## src/rtl/fifo_arb_pkg.sv

```systemverilog
// Shared definitions for the FIFO write-port arbiter.
// Contents:
//   arb_state_e : arbiter FSM state encoding (IDLE / GRANT / STALL)
//   STAT_W      : width of every statistics counter
//   STAT_MAX    : saturation value of the statistics counters
//   satInc      : saturating increment used by the statistics counters
package fifo_arb_pkg;

  typedef enum logic [1:0] {
    IDLE  = 2'd0,
    GRANT = 2'd1,
    STALL = 2'd2
  } arb_state_e;

  localparam int STAT_W = 16;
  localparam logic [STAT_W-1:0] STAT_MAX = {STAT_W{1'b1}};

  // Counters stick at their maximum rather than wrapping back to zero
  function automatic logic [STAT_W-1:0] satInc(input logic [STAT_W-1:0] value);
    return (value == STAT_MAX) ? value : value + 1'b1;
  endfunction

endpackage

```

## src/rtl/fifo_rr_picker.sv

```systemverilog
// Combinational round-robin picker.
// Searches the request vector starting at rr_ptr_i and moving upward with
// wrap-around, and returns the first asserted request as a one-hot grant
// plus its binary index. When enable_i is low no grant is produced.
// Ports:
//   req_i    : request vector, one bit per producer
//   rr_ptr_i : index with the highest priority this cycle
//   enable_i : grant permission (FIFO has room, not in reset)
//   gnt_o    : one-hot grant (all zero when nothing is granted)
//   idx_o    : binary index of the granted producer (0 when none)
module fifo_rr_picker #(
  parameter int NUM_REQ = 4,
  parameter int PW      = $clog2(NUM_REQ)
) (
  input  logic [NUM_REQ-1:0] req_i,
  input  logic [PW-1:0]      rr_ptr_i,
  input  logic               enable_i,
  output logic [NUM_REQ-1:0] gnt_o,
  output logic [PW-1:0]      idx_o
);

  // Walk the candidates in priority order; the one extra sum bit lets the
  // pointer offset exceed NUM_REQ-1 before it is folded back into range,
  // which keeps non-power-of-two producer counts correct.
  always_comb begin
    logic          found;
    logic [PW:0]   sum;
    logic [PW-1:0] cand;
    gnt_o = '0;
    idx_o = '0;
    found = 1'b0;
    sum   = '0;
    cand  = '0;
    for (int off = 0; off < NUM_REQ; off++) begin
      sum = {1'b0, rr_ptr_i} + (PW+1)'(off);
      if (sum >= (PW+1)'(NUM_REQ)) begin
        sum = sum - (PW+1)'(NUM_REQ);
      end
      cand = sum[PW-1:0];
      if (enable_i && !found && req_i[cand]) begin
        found       = 1'b1;
        gnt_o[cand] = 1'b1;
        idx_o       = cand;
      end
    end
  end

endmodule

```

## src/rtl/fifo_wr_arbiter.sv

```systemverilog
// Round-robin arbiter sharing the single write port of a synchronous FIFO
// among NUM_REQ producers over a valid/ready handshake.
// A grant is only issued when the FIFO is guaranteed to have room, counting
// the write that is already in flight, so the FIFO can never overflow.
// The FIFO's write acknowledge and overflow flag are monitored and any
// anomaly raises a sticky error.
// Optional feature (macro FIFO_ARB_STATS_EN): per-producer grant counters
// and a stall-cycle counter; without the macro both outputs are tied to 0.
// Ports:
//   clk, rst_n    : clock, asynchronous active-low reset
//   req, req_data : producer valid bits and packed data slices
//   gnt           : combinational one-hot ready back to the producers
//   fifo_wr_en    : registered FIFO write enable
//   fifo_data_in  : registered FIFO write data
//   fifo_count    : FIFO occupancy
//   fifo_wr_ack   : FIFO write acknowledge (one cycle after a write)
//   fifo_overflow : FIFO overflow flag
//   err_clr       : synchronous clear of wr_err (and statistics)
//   wr_err        : sticky response error
//   arb_state     : registered FSM state
//   grant_cnt     : per-producer grant counters (statistics)
//   stall_cnt     : stall-cycle counter (statistics)
module fifo_wr_arbiter
  import fifo_arb_pkg::*;
#(
  parameter int NUM_REQ    = 4,
  parameter int FIFO_WIDTH = 16,
  parameter int FIFO_DEPTH = 8
) (
  input  logic                          clk,
  input  logic                          rst_n,
  input  logic [NUM_REQ-1:0]            req,
  input  logic [NUM_REQ*FIFO_WIDTH-1:0] req_data,
  output logic [NUM_REQ-1:0]            gnt,
  output logic                          fifo_wr_en,
  output logic [FIFO_WIDTH-1:0]         fifo_data_in,
  input  logic [$clog2(FIFO_DEPTH):0]   fifo_count,
  input  logic                          fifo_wr_ack,
  input  logic                          fifo_overflow,
  input  logic                          err_clr,
  output logic                          wr_err,
  output logic [1:0]                    arb_state,
  output logic [NUM_REQ*STAT_W-1:0]     grant_cnt,
  output logic [STAT_W-1:0]             stall_cnt
);

  localparam int CW = $clog2(FIFO_DEPTH) + 1;
  localparam int PW = $clog2(NUM_REQ);

  arb_state_e            arbState_q, arbState_d;
  logic                  fifoWrEn_q, fifoWrEn_d;
  logic [FIFO_WIDTH-1:0] fifoData_q, fifoData_d;
  logic [PW-1:0]         rrPtr_q, rrPtr_d;
  logic                  wrErr_q, wrErr_d;
  logic                  wrEnPrev_q;

  logic [CW:0]           pending;
  logic                  space;
  logic                  pickEnable;
  logic [NUM_REQ-1:0]    pickGnt;
  logic [PW-1:0]         pickIdx;
  logic                  transfer;
  logic [FIFO_WIDTH-1:0] selData;
  logic                  errSet;

  // Room check: the write currently on fifo_wr_en is not yet visible in
  // fifo_count, so it is added in. Reads are ignored, which only ever makes
  // the check more cautious. Grants are also suppressed while in reset.
  assign pending    = {1'b0, fifo_count} + (CW+1)'(fifoWrEn_q);
  assign space      = pending < (CW+1)'(FIFO_DEPTH);
  assign pickEnable = space & rst_n;

  fifo_rr_picker #(
    .NUM_REQ (NUM_REQ),
    .PW      (PW)
  ) uPicker (
    .req_i    (req),
    .rr_ptr_i (rrPtr_q),
    .enable_i (pickEnable),
    .gnt_o    (pickGnt),
    .idx_o    (pickIdx)
  );

  assign gnt      = pickGnt;
  assign transfer = |(req & pickGnt);

  // Select the granted producer's data slice from the one-hot grant
  always_comb begin
    selData = '0;
    for (int i = 0; i < NUM_REQ; i++) begin
      if (pickGnt[i]) begin
        selData = req_data[i*FIFO_WIDTH +: FIFO_WIDTH];
      end
    end
  end

  // Next-state logic for the write path and the FSM. The next state depends
  // only on this cycle's activity, so the unused encoding naturally falls
  // back to a legal state after one cycle.
  always_comb begin
    fifoWrEn_d = transfer;
    fifoData_d = fifoData_q;
    rrPtr_d    = rrPtr_q;
    arbState_d = IDLE;
    if (transfer) begin
      fifoData_d = selData;
      rrPtr_d    = (pickIdx == PW'(NUM_REQ-1)) ? '0 : pickIdx + 1'b1;
      arbState_d = GRANT;
    end else if (|req) begin
      arbState_d = STALL;
    end
  end

  // Arbiter FSM and registered write port; reset drops any in-flight write
  always_ff @(posedge clk or negedge rst_n) begin
    if (!rst_n) begin
      arbState_q <= IDLE;
      fifoWrEn_q <= 1'b0;
      fifoData_q <= '0;
      rrPtr_q    <= '0;
    end else begin
      arbState_q <= arbState_d;
      fifoWrEn_q <= fifoWrEn_d;
      fifoData_q <= fifoData_d;
      rrPtr_q    <= rrPtr_d;
    end
  end

  // A write issued last cycle must be acknowledged now; an overflow report
  // is always an error. Setting wins over a simultaneous clear.
  assign errSet = fifo_overflow | (wrEnPrev_q & ~fifo_wr_ack);

  always_comb begin
    wrErr_d = wrErr_q;
    if (errSet) begin
      wrErr_d = 1'b1;
    end else if (err_clr) begin
      wrErr_d = 1'b0;
    end
  end

  // Response checker: remembers last cycle's write and holds the error flag
  always_ff @(posedge clk or negedge rst_n) begin
    if (!rst_n) begin
      wrEnPrev_q <= 1'b0;
      wrErr_q    <= 1'b0;
    end else begin
      wrEnPrev_q <= fifoWrEn_q;
      wrErr_q    <= wrErr_d;
    end
  end

  assign fifo_wr_en   = fifoWrEn_q;
  assign fifo_data_in = fifoData_q;
  assign wr_err       = wrErr_q;
  assign arb_state    = arbState_q;

`ifdef FIFO_ARB_STATS_EN
  logic [NUM_REQ-1:0][STAT_W-1:0] grantCnt_q;
  logic [STAT_W-1:0]              stallCnt_q;

  // Saturating statistics; err_clr restarts a measurement window and takes
  // precedence over any increment in the same cycle
  always_ff @(posedge clk or negedge rst_n) begin
    if (!rst_n) begin
      grantCnt_q <= '0;
      stallCnt_q <= '0;
    end else if (err_clr) begin
      grantCnt_q <= '0;
      stallCnt_q <= '0;
    end else begin
      for (int i = 0; i < NUM_REQ; i++) begin
        if (req[i] && pickGnt[i]) begin
          grantCnt_q[i] <= satInc(grantCnt_q[i]);
        end
      end
      if (arbState_q == STALL) begin
        stallCnt_q <= satInc(stallCnt_q);
      end
    end
  end

  assign grant_cnt = grantCnt_q;
  assign stall_cnt = stallCnt_q;
`else
  assign grant_cnt = '0;
  assign stall_cnt = '0;
`endif

endmodule

```

## config.mk

```make
export PLATFORM = sky130hd
export DESIGN_NAME = fifo_wr_arbiter
export DESIGN_NICKNAME = d
export VERILOG_FILES = /design/src/rtl/fifo_arb_pkg.sv /design/src/rtl/fifo_rr_picker.sv /design/src/rtl/fifo_wr_arbiter.sv
export SDC_FILE = /design/constraint.sdc
export NUM_CORES = 1
export LEC_CHECK = 0
export BUFFER_PORTS_ARGS = -buffer_cell sky130_fd_sc_hd__buf_2
export CAP_MARGIN = 20
export CORE_ASPECT_RATIO = 1.1
export CORE_MARGIN = 3
export CORE_UTILIZATION = 41
export DETAILED_ROUTE_END_ITERATION = 10
export GPL_ROUTABILITY_DRIVEN = 0
export PLACE_DENSITY = 0.82
export SLEW_MARGIN = 20
export SYNTH_ARGS = -nofsm -noshare
export SYNTH_HDL_FRONTEND = slang
export SYNTH_HIERARCHICAL = 1
export SYNTH_SLANG_ARGS = --single-unit
```

## constraint.sdc

```tcl
create_clock -name clk -period 5.05 [get_ports clk]
set_clock_uncertainty 0.2 [all_clocks]
set_input_delay 0.505 -clock clk [delete_from_list [all_inputs] [get_ports clk]]
set_output_delay 0.505 -clock clk [all_outputs]
set_load 0.1 [all_outputs]
```

* Word level (Yosys, flattened, before mapping)
Index checks and enable logic that the tools add are counted.
Storage, ports and cells: bits of input ports 77, word-level logic and storage cells 94, output and inout port bits 104, flip-flop bits (word level) 23
Operators by class: bitwise logic cells 8, reduce and logical (&&, ||, !) cells 17, add/sub/neg operators 9, $lt $le $gt $ge 13, equal/unequal tests 1, multiplexer cells 40
Operator list (number):
- $mux W16 | 4
- $mux W2 | 11
- $mux W4 | 4
- $mux W1 | 13
- $lt A2 B3 Y1 const B | 4
- $or A4 B4 Y4 | 3
- $logic_and A1 B1 Y1 | 11
- $ge A3 B3 Y1 const B | 3
- $bmux W1 S2 | 4
- $demux W1 S2 | 4
- $ge A2 B1 Y1 const B | 4
- $reduce_or A4 Y1 | 2
- $sub A2 B1 Y2 const B | 4
- $add A2 B2 Y3 const B | 2
- $add A4 B1 Y5 | 1
- $lt A5 B4 Y1 const B | 1
- $and A4 B4 Y4 | 1
- $add A2 B1 Y3 const B | 1
- $ge A2 B3 Y1 const B | 1
- $logic_not A1 Y1 | 3
- $add A2 B1 Y2 const B | 1
- $and A1 B1 Y1 | 2
- $eq A2 B2 Y1 const B | 1
- $reduce_bool A2 Y1 | 1
- 2 further kinds | 2

* Depth between registers and ports, before layout
Gate-level depths: netlist (run 1).
depth after elaboration 22, mapped depth 14, mapped depth without buffers 11

* Hierarchy
The synthesis (run 1) kept the hierarchy.
Modules (own cells, without submodules):
- fifo_wr_arbiter | cells each 202, area an instance 1863.0 sq um, times used 1, sequential area each 550.5 sq um
- fifo_rr_picker | cells each 63, area an instance 531.8 sq um, times used 1, sequential area each 0.0 sq um

* Worst setup path after synthesis (run 1)
OpenSTA, ideal clock, no wires.
path type reg-to-reg, from register rrPtr_q[0], to register rrPtr_q[1], arrival time 3742 ps, cell stages (with the launch flop) 15, setup time 125 ps, buffers on the path 3, slack 983 ps, clock period less this slack 4067 ps, data required time 4725 ps, cell sequence dfrtp_1 -> buf_6 -> clkinv_1 -> ha_1 -> buf_2 -> nor2b_1 -> o211ai_1 -> o22ai_1 -> and3b_2 -> a221o_1 -> a22oi_4 -> and2_4 -> buf_6 -> inv_4 -> mux2_4
Between the ends: longest elaborated chain between the ends 20, elaborated cells between the ends (all ways) 72, those cells by class add/sub: 8; order compare: 12; eq/ne: 1; mux: 32; bitwise: 4; reduce/logical: 15
Ends and longest elaborated chain:
- start, declared | RTL line fifo_wr_arbiter.sv:53 | logic [PW-1:0] rrPtr_q, rrPtr_d;
- start signal, assigned | RTL line fifo_wr_arbiter.sv:125 | rrPtr_q <= rrPtr_d;
- branches (longest 17 deep; another with $add A2 B1 Y3)
- $mux W4 * | RTL line fifo_rr_picker.sv:40 | if (enable_i && !found && req_i[cand]) begin
- via gnt[0] | RTL line fifo_wr_arbiter.sv:34 | output logic [NUM_REQ-1:0] gnt,
- $and A4 B4 Y4 * | RTL line fifo_wr_arbiter.sv:85 | assign transfer = |(req & pickGnt);
- $reduce_or A4 Y1 * | RTL line fifo_wr_arbiter.sv:85
Mark *: on every way through the listed nets, which the timed path passes. The select of a mux whose other input is x is not followed. A chain may end at the register's enable or synchronous reset.

* Final worst setup path (run 1)
from register rrPtr_q[0], to output port gnt[1]
Between the ends: longest elaborated chain between the ends 18, elaborated cells between the ends (all ways) 63, those cells by class add/sub: 7; order compare: 12; mux: 27; bitwise: 3; reduce/logical: 14
Ends and longest elaborated chain (RTL line):
- branches (longest 17 deep; another with $add A2 B1 Y3)
- $mux W4 * | fifo_rr_picker.sv:40
- end, declared | fifo_wr_arbiter.sv:34
Mark *: on every way between the ends. The select of a mux whose other input is x is not followed.

==> results of run 1 <==
## registers in the layout, indices dropped and copies added, names as in the netlist
| signal | count |
|---|---|
| arb_state | 2 |
| fifo_data_in | 16 |
| rrPtr_q | 2 |
| wrEnPrev_q | 1 |
| wr_err | 1 |
## cells in the mapped netlist (3+ instances only)
cell | number | share of area
inv_1 | 5 | 0.0078
a221o_1 | 4 | 0.017
ha_1 | 9 | 0.047
buf_2 | 5 | 0.010
a21boi_1 | 4 | 0.013
nand2_1 | 4 | 0.0063
dfrtp_1 | 22 | 0.23
nor2b_1 | 5 | 0.013
o31ai_1 | 16 | 0.050
o211ai_1 | 4 | 0.013
mux2i_1 | 3 | 0.013
nor2_1 | 6 | 0.0094
o21ai_0 | 5 | 0.010
a221oi_1 | 16 | 0.059
o22ai_1 | 16 | 0.042
buf_6 | 5 | 0.024
buf_4 | 81 | 0.25
clkbuf_1 | 4 | 0.0063
nand3_1 | 21 | 0.044
## worst max-delay path: stages (launching register included)
cell,delay [ns]
dfrtp_1,0.68
clkinv_1,0.43
ha_1,0.55
nor2b_1,0.21
o211ai_1,0.14
o22ai_1,0.25
and3b_2,0.28
a221o_2,0.48
buf_2,0.52
## worst max-delay path by stage
stage / slack [ns] / from / to
final: 0.55 / rrPtr_q[0] / gnt[1]
after global routing: 0.33 / rrPtr_q[0] / gnt[1]
after CTS: 0.27 / rrPtr_q[0] / gnt[1]
after detailed placement: 0.55 / rrPtr_q[0] / gnt[1]
after global placement: 0.80 / rrPtr_q[0] / gnt[1]
after floorplan: 0.98 / rrPtr_q[0] / rrPtr_q[1]
## final cells by class
cell class                      instances  area share
Multi-Input combinational cell        220       0.534
Sequential cell                        22       0.209
Timing Repair Buffer                  102       0.195
Clock buffer                            3      0.0156
Tap cell                               75      0.0356
Inverter                                7      0.0109
## routing by layer
layer / vias up / share of wire
met5: - / 0
met4: 0 / 0.012
met3: 6 / 0.090
met2: 130 / 0.53
met1: 1021 / 0.37
li1: 1006 / -
## cells by family after synthesis
kind of cell | after synthesis
buffers and inverters | 102
other | 1
AOI/OAI and AO/OA | 75
DFF | 22
and+or+nand+nor | 47
adders and majority gates | 9
muxes | 9
## report_power, final
group / total, mW / switching [mW] / internal, mW
clock network: 0.107 / 0.0538 / 0.0531
logic: 1.32 / 1.04 / 0.274
registers: 0.295 / 0.0593 / 0.235
==> impl_metrics.json, run 1 <==
{
  "dp_hpwl_mm": 5.05,
  "synth-compound-area-share": 0.254,
  "place_area_um2": 2600,
  "cts_buffer_depth": 2,
  "port_buffers": 100,
  "cp.required_ns": 4.35,
  "place_inst": 426,
  "die-area_um2": 6800,
  "yosys_warnings": 6,
  "slew_viol_final": 0,
  "vias": 2163,
  "gr-max-usage-layer": "met2",
  "synth_xor_area_frac": 0,
  "root_buffer": "clkbuf_8",
  "drive_above_1_share": 0.345,
  "setup_ws_ns": 0.553,
  "yosys.area_share.simple": 0.108,
  "start_util": 0.435,
  "synthArstFlopShare": 1.00,
  "worstSetupPathType": "reg2out",
  "first_global_vias": 1874,
  "drtAntennaViolNets": 0,
  "reg2reg_from": "rrPtr_q[0]",
  "max_cap_violations": 0,
  "r2r-end": "rrPtr_q[1]",
  "start_kind": "register",
  "seq_area_um2": 551,
  "finalInstanceArea_um2": 2640,
  "post-cts-setup-buffers": 0,
  "mostFrequentLayoutCells": "buf_2 (100), conb_1 (80), dfrtp_1 (22), nand3_1 (21)",
  "drtIter0Drc": 91,
  "cellLeakagePower_nw": 1.40,
  "grt_pass1_wl_mm": 9.45,
  "cts_inserted_buffers": 3,
  "worst-endpoint-arrival_ns": 3.79,
  "syn_area_per_cell_um2": 9.04,
  "grt_use_total": 0.172,
  "rows": 28,
  "fin_crit_sh": 0.890,
  "syn_area_um2": 2390,
  "ir_worst_vdd_mv": 0.302,
  "wl_mm": 6.58,
  "core_um2": 5500,
  "wl_per_cell_um": 15.3,
  "viasPerCell": 5.04,
  "clkLatencyLatePin_ns": 0.26,
  "finalNonFillerCells": 429,
  "cts_sinks": 22,
  "multiInputGateArea_um2": 1410,
  "cts_tree": "done",
  "tightest_slew_ns": 0.665,
  "area_growth_pct": 10.2,
  "maxSlewHeadroom": 0.557,
  "synth_edf_count": 0,
  "ys_types": 42,
  "finalSetupViolCount": 0,
  "met1_usage": 0.209,
  "use_met2": 0.322,
  "rsz0062_at_grt": "no",
  "use_met3": 0.0189,
  "fin_crit_ns": 4.50,
  "r2r_cells": 11,
  "fin_setup_tns_ns": 0,
  "grt_overflow": 0,
  "synth_flop_cell": "dfrtp_1",
  "diodes": 0,
  "rrSetupSlack_ns": 0.69,
  "fmax_ghz": 0.222,
  "hold_violations": 0,
  "status": "completed",
  "postLayoutCoreUtil": 0.480,
  "hold_buffers": 0,
  "ys_ff_latch": 22,
  "drcViolationCount": 0,
  "fillers": 589,
  "dp_slack_ns": 0.554,
  "hold_ws_ns": 0.0139,
  "htreeDepth": 1,
  "mostFrequentLayoutCell": "buf_2",
  "synth_mux_area_frac": 0.0533,
  "grt_start_max_net_pins": 24,
  "clkTransAtPathRegs_ns": 0.08,
  "cp-end-kind": "output port",
  "pwr_density_cell_nw_per_um2": 652,
  "crit_fanout": 21,
  "synthCells": 265,
  "antenna_found_initial": 0,
  "synth_top_family_by_area": "buffers and inverters",
  "dieWidth_um": 78.9,
  "p_total_mw": 1.72,
  "seq_area_frac_synth": 0.230,
  "min_path_type": "in2async",
  "pin_count": 181,
  "dr.pass1.iters": 5,
  "synth_adder_area_share": 0.0470,
  "post_cts_resized": 0,
  "fin_nets": 442,
  "die_h_um": 86.2
}
Power figures use the tool's default switching activity.
==> run 2, diff against run 1 <==
- ABC_AREA: default -> 1
- CELL_PAD_IN_SITES_DETAIL_PLACEMENT: default -> 0
- CELL_PAD_IN_SITES_GLOBAL_PLACEMENT: default -> 1
- CORE_UTILIZATION: 41 -> 27
- PLACE_DENSITY: 0.82 -> 0.81
==> run 2 against run 1 <==
Sequential share of layout area decreased by 2.1 points. Total power rose by 23%. Sequential power is 7.1% higher. First-iteration DRC count rose by 7.7%. Register-to-register slack improved by 0.93 ns. Count of clock-buffer cells in the layout rose by 1. Via count is 18% higher. Non-clock buffer count up 3. Critical endpoint is now gnt[0]. Largest power group unchanged. Highest routed layer unchanged.
==> impl_metrics.json, run 2 <==
{
  "cts_inserted_buffers": 3,
  "core_um2": 9490,
  "ys_top_cells_by_area": "buf_4 (23%), dfrtp_1 (21%), nand2_1 (20%)",
  "worstSetupPathType": "reg2out",
  "mostFrequentLayoutCells": "nand2_1 (141), buf_2 (100), conb_1 (80), nand3_1 (39), nor2_1 (36)",
  "pwr_density_cell_nw_per_um2": 721,
  "finalSetupViolCount": 0,
  "rsz0062_at_grt": "no",
  "syn_area_per_cell_um2": 6.58,
  "synthArstFlopShare": 1.00,
  "hold_ws_ns": 0.0115,
  "cp.required_ns": 4.35,
  "power_frac_clock": 0.059,
  "cp-end-kind": "output port",
  "antenna_found_initial": 0,
  "post_cts_resized": 0,
  "diodes": 0,
  "area_growth_pct": 10.4,
  "seq_area_frac_synth": 0.207,
  "viasPerCell": 4.16,
  "dp_hpwl_mm": 6.10,
  "start_kind": "register",
  "ys_ff_latch": 22,
  "synth_edf_count": 0,
  "drtIter0Drc": 98,
  "fin_nets": 583,
  "p_seq_frac": 0.149,
  "drtAntennaViolNets": 0,
  "mostFrequentLayoutCell": "nand2_1",
  "swShare": 0.710,
  "cts_sinks": 22,
  "start_util": 0.281,
  "slew_viol_final": 0,
  "wl_per_cell_um": 11.9,
  "yosysMostFrequentCell": "nand2_1",
  "min_path_type": "in2async",
  "die-area_um2": 11100,
  "status": "completed",
  "fin_crit_sh": 0.773,
  "yosys_warnings": 6,
  "grt_pass1_wl_mm": 10.4,
  "drive_above_1_share": 0.260,
  "port_buffers": 100,
  "grt_start_max_net_pins": 36,
  "p_total_mw": 2.12,
  "clkTransAtPathRegs_ns": 0.08,
  "dieWidth_um": 101,
  "ir_worst_vdd_mv": 0.267,
  "hold_violations": 0,
  "setup_ws_ns": 1.14,
  "multiInputGateArea_um2": 1590,
  "cts_buffer_depth": 2,
  "worst-endpoint-arrival_ns": 3.20,
  "first_global_vias": 2245,
  "root_buffer": "clkbuf_8",
  "vias": 2553,
  "fillers": 1085,
  "wl_mm": 7.31,
  "syn_area_um2": 2670,
  "dr.pass1.iters": 4,
  "rows": 37,
  "largest_reg_flops": 16,
  "die_h_um": 110,
  "htreeDepth": 1,
  "cts_tree": "done",
  "p_int_uw": 615,
  "cellLeakagePower_nw": 1.89,
  "hold_buffers": 0,
  "max_cap_violations": 0,
  "clkLatencyLatePin_ns": 0.26,
  "grt_overflow": 0,
  "grt_use_total": 0.117,
  "synth_flop_cell": "dfrtp_1",
  "fin_setup_tns_ns": 0,
  "drcViolationCount": 0,
  "seq_area_um2": 551,
  "post-cts-setup-buffers": 0,
  "pin_count": 181,
  "crit_fanout": 12,
  "synthCells": 405,
  "p_comb_frac": 0.793,
  "fin_crit_ns": 3.91,
  "yosysTopAreaCell": "buf_4",
  "yosysTopAreaCellShare": 0.231,
  "synth_common_cells": "nand2_1 (141), buf_4 (82), nand3_1 (39), nor2_1 (36), dfrtp_1 (22)",
  "ys_types": 24,
  "dp_slack_ns": 1.45,
  "p_sw_mw": 1.51,
  "fmax_ghz": 0.256
}
==> run 2: changes by cell type in the layout (fill, tap and decap cells not counted), moves of 5 or more <==
cell      change
inv_1         +8
nand2_4       +5
a21oi_1      +16
o22ai_1      -16
nand2_1     +137
nor2_1       +30
a221oi_1     -16
o31ai_1      -16
nor2b_1       -5
nand2_2       +5
nand3_1      +18
==> run 2: critical path: stages, from the launching register on <==
cell and delay, ns:
dfrtp_1 0.57, inv_2 0.19, ha_1 0.38, inv_1 0.12
nand3_2 0.14, nand2_1 0.10, inv_2 0.04, nor2_4 0.24
nand3_1 0.11, nand3_1 0.36, buf_4 0.24, buf_2 0.43
==> run 2: worst paths after layout <==
kind,start,end,slack (ns),cells after the start
max,rrPtr_q[0],gnt[0],1.14,11
min,rst_n,fifo_data_in[6],0.01,2
max reg2reg,rrPtr_q[0],rrPtr_q[0],1.62,15
min reg2reg,arb_state[0],wrEnPrev_q,0.24,0
max in group asynchronous,rst_n,rrPtr_q[1],4.40,2
min in group clk,err_clr,wr_err,0.23,2
==> run 2: area by class of cell <==
cell class	instances	area share
Inverter	17	0.0217
Clock buffer	4	0.0187
Timing Repair Buffer	105	0.183
Sequential cell	22	0.187
Multi-Input combinational cell	348	0.540
Tap cell	117	0.0498
==> run 2: through the flow <==
step           utilization  area [um2]  instances
2_1_floorplan            -        2960        484
3_3_place_gp         0.304        2890        609
3_5_place_dp         0.304        2890        609
4_1_cts              0.310        2940        613
5_1_grt              0.310        2940        613
6_report             0.310        2940        613
==> run 2: cell families after synthesis <==
group	count (synthesis)	share of synthesized area
and+or+nand+nor	240	0.405
buffers and inverters	114	0.309
DFF	22	0.207
other	1	0.00141
adders and majority gates	9	0.0423
AOI/OAI and AO/OA	19	0.0357
==> run 2: metal layers <==
metal | share of wire | GRT usage | up-vias
met4 | 0.032 | 0.0472 | 0
met3 | 0.11 | 0.0264 | 16
met1 | 0.39 | 0.143 | 1111
met2 | 0.46 | 0.198 | 145
li1 | - | - | 1281
met5 | 0 | 0 | -
==> run 2: power groups by stage <==
stage | clock [mW] | combinational, mW | sequential (mW)
after floorplan | 0 | 1.04 | 0.795
after global placement | 0 | 1.67 | 0.315
after detailed placement | 0 | 1.69 | 0.319
after CTS | 0.129 | 1.69 | 0.316
after global routing | 0.136 | 1.79 | 0.326
final | 0.124 | 1.68 | 0.316
